$ cat src/rtl/turbo_pkg.sv
`default_nettype none
// +----------------------------------------------------------------------------+
// | turbo_pkg                                                                  |
// | Shared turbo-code types, constants and the 16-bit interleaver functions.   |
// | Revision: 1.0                                                              |
// +----------------------------------------------------------------------------+
package turbo_pkg;

    localparam int          WORD_W          = 16;
    localparam logic [15:0] PUNCT_EVEN_MASK = 16'h5555;

    typedef enum logic [1:0] {
        ST_IDLE = 2'd0,
        ST_HOLD = 2'd1,
        ST_CAPT = 2'd2,
        ST_OUT  = 2'd3
    } enc_state_t;

    // Output bit i takes input bit (5*i mod 16); 5 is odd, so this is a bijection.
    function automatic logic [WORD_W-1:0] il16(input logic [WORD_W-1:0] d);
        logic [WORD_W-1:0] r;
        r = '0;
        for (int i = 0; i < WORD_W; i++) begin
            r[4'(i)] = d[4'((5 * i) % WORD_W)];
        end
        return r;
    endfunction

    function automatic logic [WORD_W-1:0] deil16(input logic [WORD_W-1:0] d);
        logic [WORD_W-1:0] r;
        r = '0;
        for (int i = 0; i < WORD_W; i++) begin
            r[4'((5 * i) % WORD_W)] = d[4'(i)];
        end
        return r;
    endfunction

endpackage
`default_nettype wire

$ cat src/rtl/turbo_il16.sv
`default_nettype none
// +----------------------------------------------------------------------------+
// | turbo_il16                                                                 |
// | Combinational 16-bit turbo interleaver (wrapper around turbo_pkg::il16).   |
// | Revision: 1.0                                                              |
// +----------------------------------------------------------------------------+
module turbo_il16
    import turbo_pkg::*;
(
    input  logic [WORD_W-1:0] data_i,
    output logic [WORD_W-1:0] data_o
);

    assign data_o = il16(data_i);

endmodule
`default_nettype wire

$ cat src/rtl/turbo_enc_ctrl.sv
`default_nettype none
// +----------------------------------------------------------------------------+
// | turbo_enc_ctrl                                                             |
// | Sequences one word at a time through the RSC pair and returns the results. |
// | Define TURBO_ENC_PUNCT_EN for rate-1/2 puncturing at capture.              |
// | Revision: 1.0                                                              |
// +----------------------------------------------------------------------------+
module turbo_enc_ctrl
    import turbo_pkg::*;
#(
    parameter int RSC_LAT     = 2,
    parameter int FRAME_WORDS = 8
) (
    input  logic              clk_p_i,
    input  logic              reset_n_i,
    input  logic              in_valid_i,
    output logic              in_ready_o,
    input  logic [WORD_W-1:0] data_i,
    output logic [WORD_W-1:0] enc_data_o,
    output logic [WORD_W-1:0] enc_il_data_o,
    input  logic [WORD_W-1:0] enc_sys_i,
    input  logic [WORD_W-1:0] enc_p1_i,
    input  logic [WORD_W-1:0] enc_p2_i,
    output logic              out_valid_o,
    input  logic              out_ready_i,
    output logic [WORD_W-1:0] sys_o,
    output logic [WORD_W-1:0] par1_o,
    output logic [WORD_W-1:0] par2_o,
    output logic              out_last_o,
    output logic              busy_o
);

    localparam logic [3:0] c_LAT_INIT  = 4'(RSC_LAT - 1);
    localparam logic [7:0] c_LAST_WORD = 8'(FRAME_WORDS - 1);

    enc_state_t        r_state;
    enc_state_t        w_state_nxt;
    logic [3:0]        r_lat_cnt;
    logic [7:0]        r_word_cnt;
    logic [WORD_W-1:0] w_il_data;
    logic [WORD_W-1:0] w_par1_cap;
    logic [WORD_W-1:0] w_par2_cap;

    turbo_il16 u_il16 (
        .data_i (data_i),
        .data_o (w_il_data)
    );

`ifdef TURBO_ENC_PUNCT_EN
    assign w_par1_cap = (enc_p1_i & PUNCT_EVEN_MASK) | (enc_p2_i & ~PUNCT_EVEN_MASK);
    assign w_par2_cap = '0;
`else
    assign w_par1_cap = enc_p1_i;
    assign w_par2_cap = enc_p2_i;
`endif

    always_comb begin
        w_state_nxt = r_state;
        in_ready_o  = 1'b0;
        out_valid_o = 1'b0;
        busy_o      = 1'b1;
        case (r_state)
            ST_IDLE: begin
                in_ready_o = 1'b1;
                busy_o     = 1'b0;
                if (in_valid_i) w_state_nxt = ST_HOLD;
            end
            ST_HOLD: if (r_lat_cnt == 4'd0) w_state_nxt = ST_CAPT;
            ST_CAPT: w_state_nxt = ST_OUT;
            ST_OUT: begin
                out_valid_o = 1'b1;
                if (out_ready_i) w_state_nxt = ST_IDLE;
            end
            default: w_state_nxt = ST_IDLE;
        endcase
    end

    always_ff @(posedge clk_p_i or negedge reset_n_i) begin
        if (!reset_n_i) begin
            r_state       <= ST_IDLE;
            r_lat_cnt     <= 4'd0;
            r_word_cnt    <= 8'd0;
            enc_data_o    <= '0;
            enc_il_data_o <= '0;
            sys_o         <= '0;
            par1_o        <= '0;
            par2_o        <= '0;
            out_last_o    <= 1'b0;
        end else begin
            r_state <= w_state_nxt;
            case (r_state)
                ST_IDLE: begin
                    if (in_valid_i) begin
                        enc_data_o    <= data_i;
                        enc_il_data_o <= w_il_data;
                        r_lat_cnt     <= c_LAT_INIT;
                    end
                end
                ST_HOLD: begin
                    if (r_lat_cnt != 4'd0) r_lat_cnt <= r_lat_cnt - 4'd1;
                end
                ST_CAPT: begin
                    sys_o      <= enc_sys_i;
                    par1_o     <= w_par1_cap;
                    par2_o     <= w_par2_cap;
                    out_last_o <= (r_word_cnt == c_LAST_WORD);
                end
                ST_OUT: begin
                    // Word count advances only on the output handshake.
                    if (out_ready_i) begin
                        r_word_cnt <= (r_word_cnt == c_LAST_WORD) ? 8'd0 : r_word_cnt + 8'd1;
                    end
                end
                default: ;
            endcase
        end
    end

endmodule
`default_nettype wire

$ cat config.mk
export PLATFORM = sky130hd
export DESIGN_NAME = turbo_enc_ctrl
export DESIGN_NICKNAME = d
export VERILOG_FILES = /design/src/rtl/turbo_pkg.sv /design/src/rtl/turbo_il16.sv /design/src/rtl/turbo_enc_ctrl.sv
export SDC_FILE = /design/constraint.sdc
export NUM_CORES = 1
export LEC_CHECK = 0
export CAP_MARGIN = 20
export CORE_MARGIN = 2
export CORE_UTILIZATION = 44
export DETAILED_ROUTE_END_ITERATION = 7
export PLACE_DENSITY = 0.9
export SLEW_MARGIN = 10
export SYNTH_ARGS = -nofsm -noshare
export SYNTH_HDL_FRONTEND = slang
export SYNTH_HIERARCHICAL = 1
export SYNTH_SLANG_ARGS = --single-unit
$ cat constraint.sdc
create_clock -name clk_p_i -period 2.1 [get_ports clk_p_i]
set_clock_uncertainty 0.1 [all_clocks]
set_input_delay 0.42 -clock clk_p_i [delete_from_list [all_inputs] [get_ports clk_p_i]]
set_output_delay 0.42 -clock clk_p_i [all_outputs]
set_load 0.01 [all_outputs]
==> impl_metrics.py, run 1 <==
metrics = {
    "worst_hold_path": {
        "worstHoldPathCells": 1,
        "hold_end": "r_word_cnt[6]$_DFFE_PN0P_",
        "hold_path_startpoint": "r_word_cnt[6]$_DFFE_PN0P_",
        "min-delay-path-class": "reg2reg",
    },
    "detailed_routing": {
        "vias_per_cell": 4.83,
        "postRouteWirelength_um": 8090,
        "drtIter0Drc": 39,
        "vias": 2567,
        "drc": 0,
        "drt_first_pass_iters": 4,
        "ant_nets": 0,
        "wl_per_cell_um": 15.2,
    },
    "global_route": {
        "grt-ovfl-total": 0,
        "grt_start_max_net_pins": 49,
        "antenna_found_initial": 0,
        "grt_pass1_wl_um": 13500,
        "grt_pass1_vias": 2860,
        "grt_use_total_pct": 17.4,
    },
    "yosys": {
        "syn_area_per_cell_um2": 14.8,
        "async_flop_share_pct": 100,
        "synth-edff-count": 0,
        "synth_top_cells_by_count": "dfrtp_1 (95), mux2_2 (83), buf_4 (16), nand2_1 (9), buf_2 (8)",
        "synth_cell_type_count": 29,
        "synth.most_common_cell": "dfrtp_1",
        "netlist_area_um2": 3890,
        "ys.warnings.count": 6,
        "ys.flop_type": "dfrtp_1",
        "synth_top_area_cell": "dfrtp_1",
        "ys_seq_elements": 95,
        "synth_top_area_share_pct": 61.2,
        "yosysSeqAreaShare_pct": 61.2,
        "synth.area.top_cells": "dfrtp_1 (61%), mux2_2 (24%), buf_4 (3.1%)",
        "synthCells": 263,
    },
    "layout": {
        "multiInputGateArea_um2": 1370,
        "nets": 494,
        "register_area_um2": 2380,
        "nFillCells": 671,
        "area_growth_pct": 47.0,
        "finish.instance_area_um2": 5710,
        "antenna_cells": 0,
        "drive_gt1_share_pct": 26.5,
    },
    "die": {
        "io_pins": 152,
        "fp.dieArea_um2": 9600,
        "die_h_um": 98.0,
        "dieWidth_um": 98.0,
        "start_util_pct": 45.0,
        "row_count": 34,
        "core_um2": 8640,
    },
    "sta": {
        "post-route-period-util_pct": 96.8,
        "slew_violations": 0,
        "setup_viol_count_final": 0,
        "fin_crit_ns": 2.03,
        "fmaxAchievable_mhz": 492,
        "tns_ns": 0,
        "grt_setup_unrepaired": "false",
        "hold_viol_final": 0,
    },
    "worst_setup_path": {
        "path_class": "reg2out",
        "reg2reg_depth": 6,
        "end_kind": "primary output",
        "worstPathMaxFanout": 5,
        "r2r_start": "r_state[1]$_DFFE_PN0P_",
        "crit_arrival_ns": 1.51,
        "reg2reg_slack_ns": 0.22,
        "cp.required_ns": 1.58,
        "startpoint_type": "register",
        "worstReg2RegEnd": "r_lat_cnt[0]$_DFFE_PN0P_",
    },
    "cts": {
        "clk-insertion-delay-late_ns": 0.34,
        "cts_root_buf": "clkbuf_8",
        "h-tree-depth": 3,
        "clk_pin_slew_ns": 0.08,
        "cts_tree": "yes",
        "cts.sinks": 95,
        "cts_buffers": 9,
        "clk_path_buf_depth": 2,
    },
    "placement": {
        "gp_congestion": 0.725,
        "dpl.hpwl_um": 6100,
        "place_area_um2": 5490,
        "numPortBuffers": 151,
    },
    "job": {
        "drv_cap": 0,
    },
    "power_and_ir_drop": {
        "leakage_nw": 2.44,
        "power_density_nw_per_um2": 1510,
        "ir_drop_v": 0.000863,
    },
    "status": {
        "outcome": "completed",
    },
}
## layout by cell type (no fill, tap or decap), types with 3 or more instances in the layout
cell / netlist / routed
clkbuf_8: 0 / 10
buf_4: 16 / 5
nor3_1: 5 / 5
nand2_1: 9 / 9
ha_1: 7 / 4
nand4_1: 3 / 3
conb_1: 1 / 12
mux2_2: 83 / 83
inv_1: 7 / 7
xor2_1: 3 / 3
dfrtp_1: 95 / 95
nor2_1: 3 / 3
o21ai_0: 3 / 3
clkdlybuf4s50_1: 0 / 147
ha_2: 0 / 3
buf_12: 0 / 3
## cell families after synthesis
logic type	after synthesis	synth area share [%]
AO/OA/AOI/OAI	10	2.16
AND/OR/NAND/NOR	29	3.99
flip-flops	95	61.2
other	1	0.0965
buffers and inverters	32	4.89
XOR/XNOR	5	1.13
multiplexers	84	24.3
adder cells (fa/ha/maj)	7	2.25
## critical path: stages, from the launching register on
cell and delay [ns]:
dfrtp_1 0.42, inv_1 0.13, ha_2 0.24, inv_1 0.10, dlygate4sd2_1 0.29
## state kept, by name, indices dropped and copies added (netlist names)
name and flops:
enc_data_o 16, enc_il_data_o 16, par1_o 16, par2_o 16, sys_o 16, r_word_cnt 8
r_lat_cnt 4, r_state 2, out_last_o 1
## worst max path at each step
stage,start,end,cells past startpoint
floorplan,r_state[0]$_DFFE_PN0P_,r_state[1]$_DFFE_PN0P_,5
global placement,out_ready_i,r_state[1]$_DFFE_PN0P_,4
detailed placement,r_state[0]$_DFFE_PN0P_,busy_o,4
CTS,r_state[1]$_DFFE_PN0P_,out_valid_o,2
global route,r_state[0]$_DFFE_PN0P_,busy_o,4
finish,r_state[0]$_DFFE_PN0P_,busy_o,4
## metal layers
| layer | wire [um] | global-route usage, % | part of all wire (%) | vias to the layer above |
|---|---|---|---|---|
| met5 | 0 | 0 | 0 | - |
| met4 | 124 | 5.24 | 1.5 | 0 |
| met3 | 566 | 6.51 | 7.0 | 13 |
| met2 | 4320 | 31.3 | 53 | 75 |
| met1 | 3080 | 19.2 | 38 | 1282 |
| li1 | - | - | - | 1197 |
## per-stage QoR
step	std cells	utilization [%]	setup slack (ns)	hold WS, ns	power, mW
2_1_floorplan	274	-	0.307	0.0244	5.27
3_3_place_gp	514	63.6	0.181	0.314	7.37
3_5_place_dp	514	63.6	0.146	0.319	7.56
4_1_cts	530	66.0	0.0000248	0.391	8.75
5_1_grt	531	66.1	0.00147	0.413	9.18
6_report	531	66.1	0.0662	0.388	8.64
## report_power, final
| part | internal [mW] | total [mW] | switching, mW |
|---|---|---|---|
| combinational | 2.66 | 4.25 | 1.58 |
| sequential | 2.73 | 3.21 | 0.484 |
| clock | 0.577 | 1.19 | 0.610 |
| total | 5.96 | 8.64 | 2.68 |
## repair_timing
action,4_1_cts,5_1_grt
buffers inserted,0,1
endpoints found under the setup margin,2,1
gates resized for setup,3,2
hold buffers,1,0
hold endpoints to repair,36,0
## final cells by class
class | count | area share, %
inverters | 7 | 0.460
well taps | 108 | 2.37
clock buffers | 10 | 2.41
flip-flops and latches | 95 | 41.6
multi-input cells | 147 | 23.9
clock inverters | 5 | 1.03
repair buffers | 159 | 28.2
(Power assumes the default switching activity.)
==> inputs of run 2 (changes only) <==
--- a/config.mk
+++ b/config.mk
@@ -7,9 +7,9 @@
 export LEC_CHECK = 0
 export CAP_MARGIN = 20
 export CORE_MARGIN = 2
-export CORE_UTILIZATION = 44
+export CORE_UTILIZATION = 47
 export DETAILED_ROUTE_END_ITERATION = 7
-export PLACE_DENSITY = 0.9
+export PLACE_DENSITY = 0.94
 export SLEW_MARGIN = 10
 export SYNTH_ARGS = -nofsm -noshare
 export SYNTH_HDL_FRONTEND = slang
==> constraint.sdc (replaced) <==
create_clock -name clk_p_i -period 2.5 [get_ports clk_p_i]
set_clock_uncertainty 0.1 [all_clocks]
set_input_delay 0.5 -clock clk_p_i [delete_from_list [all_inputs] [get_ports clk_p_i]]
set_output_delay 0.5 -clock clk_p_i [all_outputs]
set_load 0.01 [all_outputs]
==> run 2 against run 1 <==
Net effect: sequential share of layout area increased by 0.23 points; die area decreased by 6.1%; register-to-register slack improved by 0.35 ns; setup slack improved by 0.045 ns; global-route usage increased by 1.7 points; sequential power decreased by 16%; via count decreased by 0.90%; power decreased by 15%; sequential cell count unchanged; wire length increased by 2.2%; first-iteration DRC count increased by 51%; utilization increased by 3.7 points.
==> impl_metrics.py, run 2 (synthesis gave the netlist of run 1 again) <==
metrics = {
    "status": {
        "outcome": "completed",
    },
    "global_route": {
        "grt-ovfl-total": 0,
        "antenna_found_initial": 0,
        "grt_pass1_wl_um": 13000,
        "grt_start_max_net_pins": 50,
        "gr-max-usage-layer": "met2",
        "grt_use_total_pct": 19.1,
        "use_met3_pct": 5.99,
        "grt_use_met1_pct": 19.7,
        "grt_pass1_vias": 2816,
        "use_met2_pct": 35.5,
    },
    "sta": {
        "setup_viol_count_final": 0,
        "tns_ns": 0,
        "slew_headroom_pct": 59.3,
        "fin_crit_ns": 2.39,
        "hold_viol_final": 0,
        "slew_violations": 0,
        "fmaxAchievable_mhz": 419,
        "worst-slew-pin-transition_ns": 0.611,
        "grt_setup_unrepaired": "false",
        "post-route-period-util_pct": 95.5,
    },
    "placement": {
        "numPortBuffers": 151,
        "gp_congestion": 0.795,
        "dpl.hpwl_um": 6270,
    },
    "cts": {
        "postCtsSetupRepairBufs": 0,
        "cts_root_buf": "clkbuf_8",
        "cts_buffers": 9,
        "cts.sinks": 95,
        "cts_tree": "yes",
        "clk_path_buf_depth": 2,
        "postCtsResizedCells": 0,
        "clk_pin_slew_ns": 0.09,
        "h-tree-depth": 3,
        "hold_buffers": 0,
        "clk-insertion-delay-late_ns": 0.35,
    },
    "worst_setup_path": {
        "r2r_start": "r_state[0]$_DFFE_PN0P_",
        "reg2reg_depth": 5,
        "crit_path_frequent_cell": "inv_1",
        "path_class": "reg2out",
        "slowest_stage": "clkdlybuf4s50_1",
        "crit_arrival_ns": 1.79,
        "reg2reg_slack_ns": 0.57,
        "worstReg2RegEnd": "r_state[1]$_DFFE_PN0P_",
        "startpoint_type": "register",
        "worstPathMaxFanout": 5,
        "cp.required_ns": 1.90,
        "end_kind": "primary output",
        "slowest_delay_ns": 0.57,
        "crit_chain": "inv_1 -> ha_1 -> inv_1 -> clkdlybuf4s50_1",
    },
    "layout": {
        "nFillCells": 590,
        "final_cell_mix": "clkdlybuf4s50_1 (150), dfrtp_1 (95), mux2_2 (83)",
        "antenna_cells": 0,
        "area_growth_pct": 46.2,
        "final_common_cell": "clkdlybuf4s50_1",
        "drive_gt1_share_pct": 25.1,
        "nets": 489,
        "post-route-util_pct": 69.8,
    },
    "power_and_ir_drop": {
        "power_density_nw_per_um2": 1290,
        "ir_drop_v": 0.000680,
        "leakage_nw": 2.42,
    },
    "detailed_routing": {
        "postRouteWirelength_um": 8260,
        "drc": 0,
        "wl_per_cell_um": 15.8,
        "vias_per_cell": 4.85,
        "drt_first_pass_iters": 4,
        "vias": 2544,
        "drtIter0Drc": 59,
        "ant_nets": 0,
    },
    "die": {
        "row_count": 33,
        "dieWidth_um": 94.9,
        "io_pins": 152,
        "die_h_um": 94.9,
        "core_um2": 8130,
        "fp.dieArea_um2": 9010,
        "start_util_pct": 47.8,
    },
    "job": {
        "drv_cap": 0,
    },
    "worst_hold_path": {
        "min-delay-path-class": "in2async",
    },
}
## run 2: cell type report
cell class	count	area (um^2)	area share, %
Multi-Input combinational cell	147	1360	24.0
Tap cell	105	131	2.31
Clock buffer	11	131	2.31
Sequential cell	95	2380	41.9
Inverter	7	26.3	0.463
Timing Repair Buffer	154	1570	27.6
Clock inverter	5	82.6	1.45
## run 2: how the worst max path moves through the flow
| stage | start | end | slack (ns) | cells past startpoint |
|---|---|---|---|---|
| floorplan | r_state[0]$_DFFE_PN0P_ | r_state[1]$_DFFE_PN0P_ | 0.71 | 5 |
| global placement | out_ready_i | r_state[1]$_DFFE_PN0P_ | 0.42 | 4 |
| detailed placement | out_ready_i | r_state[1]$_DFFE_PN0P_ | 0.35 | 4 |
| CTS | r_state[0]$_DFFE_PN0P_ | busy_o | 0.08 | 4 |
| global route | r_state[0]$_DFFE_PN0P_ | busy_o | 0.02 | 4 |
| finish | r_state[0]$_DFFE_PN0P_ | busy_o | 0.11 | 4 |
## run 2: per-layer routing
| metal | wire length (um) | part of all wire [%] | vias to the layer above |
|---|---|---|---|
| li1 | - | - | 1185 |
| met1 | 3020 | 37 | 1273 |
| met2 | 4650 | 56 | 74 |
| met3 | 475 | 5.7 | 12 |
| met4 | 124 | 1.5 | 0 |
| met5 | 0 | 0 | - |
## run 2: worst max-delay path: cells and delay by family (launching register included)
kind	cells	cell delay (ns)
buffers and inverters	3	0.79
flip-flops	1	0.39
adder cells (fa/ha/maj)	1	0.26
## run 2: where the power goes
group	internal [mW]	switching (mW)
combinational	2.21	1.33
sequential	2.29	0.414
clock	0.567	0.514
## run 2: through the flow
step / hold WS (ns) / setup slack [ns] / cells / total power, mW / instance area [um^2]
detailed placement: 0.378 / 0.348 / 508 / 6.32 / 5470
finish: 0.0466 / 0.112 / 524 / 7.32 / 5680
global route: 0.0703 / 0.0240 / 524 / 7.77 / 5680
global placement: 0.376 / 0.416 / 508 / 6.15 / 5470
floorplan: 0.104 / 0.707 / 274 / 4.43 / 3930
CTS: 0.0517 / 0.0821 / 524 / 7.42 / 5680
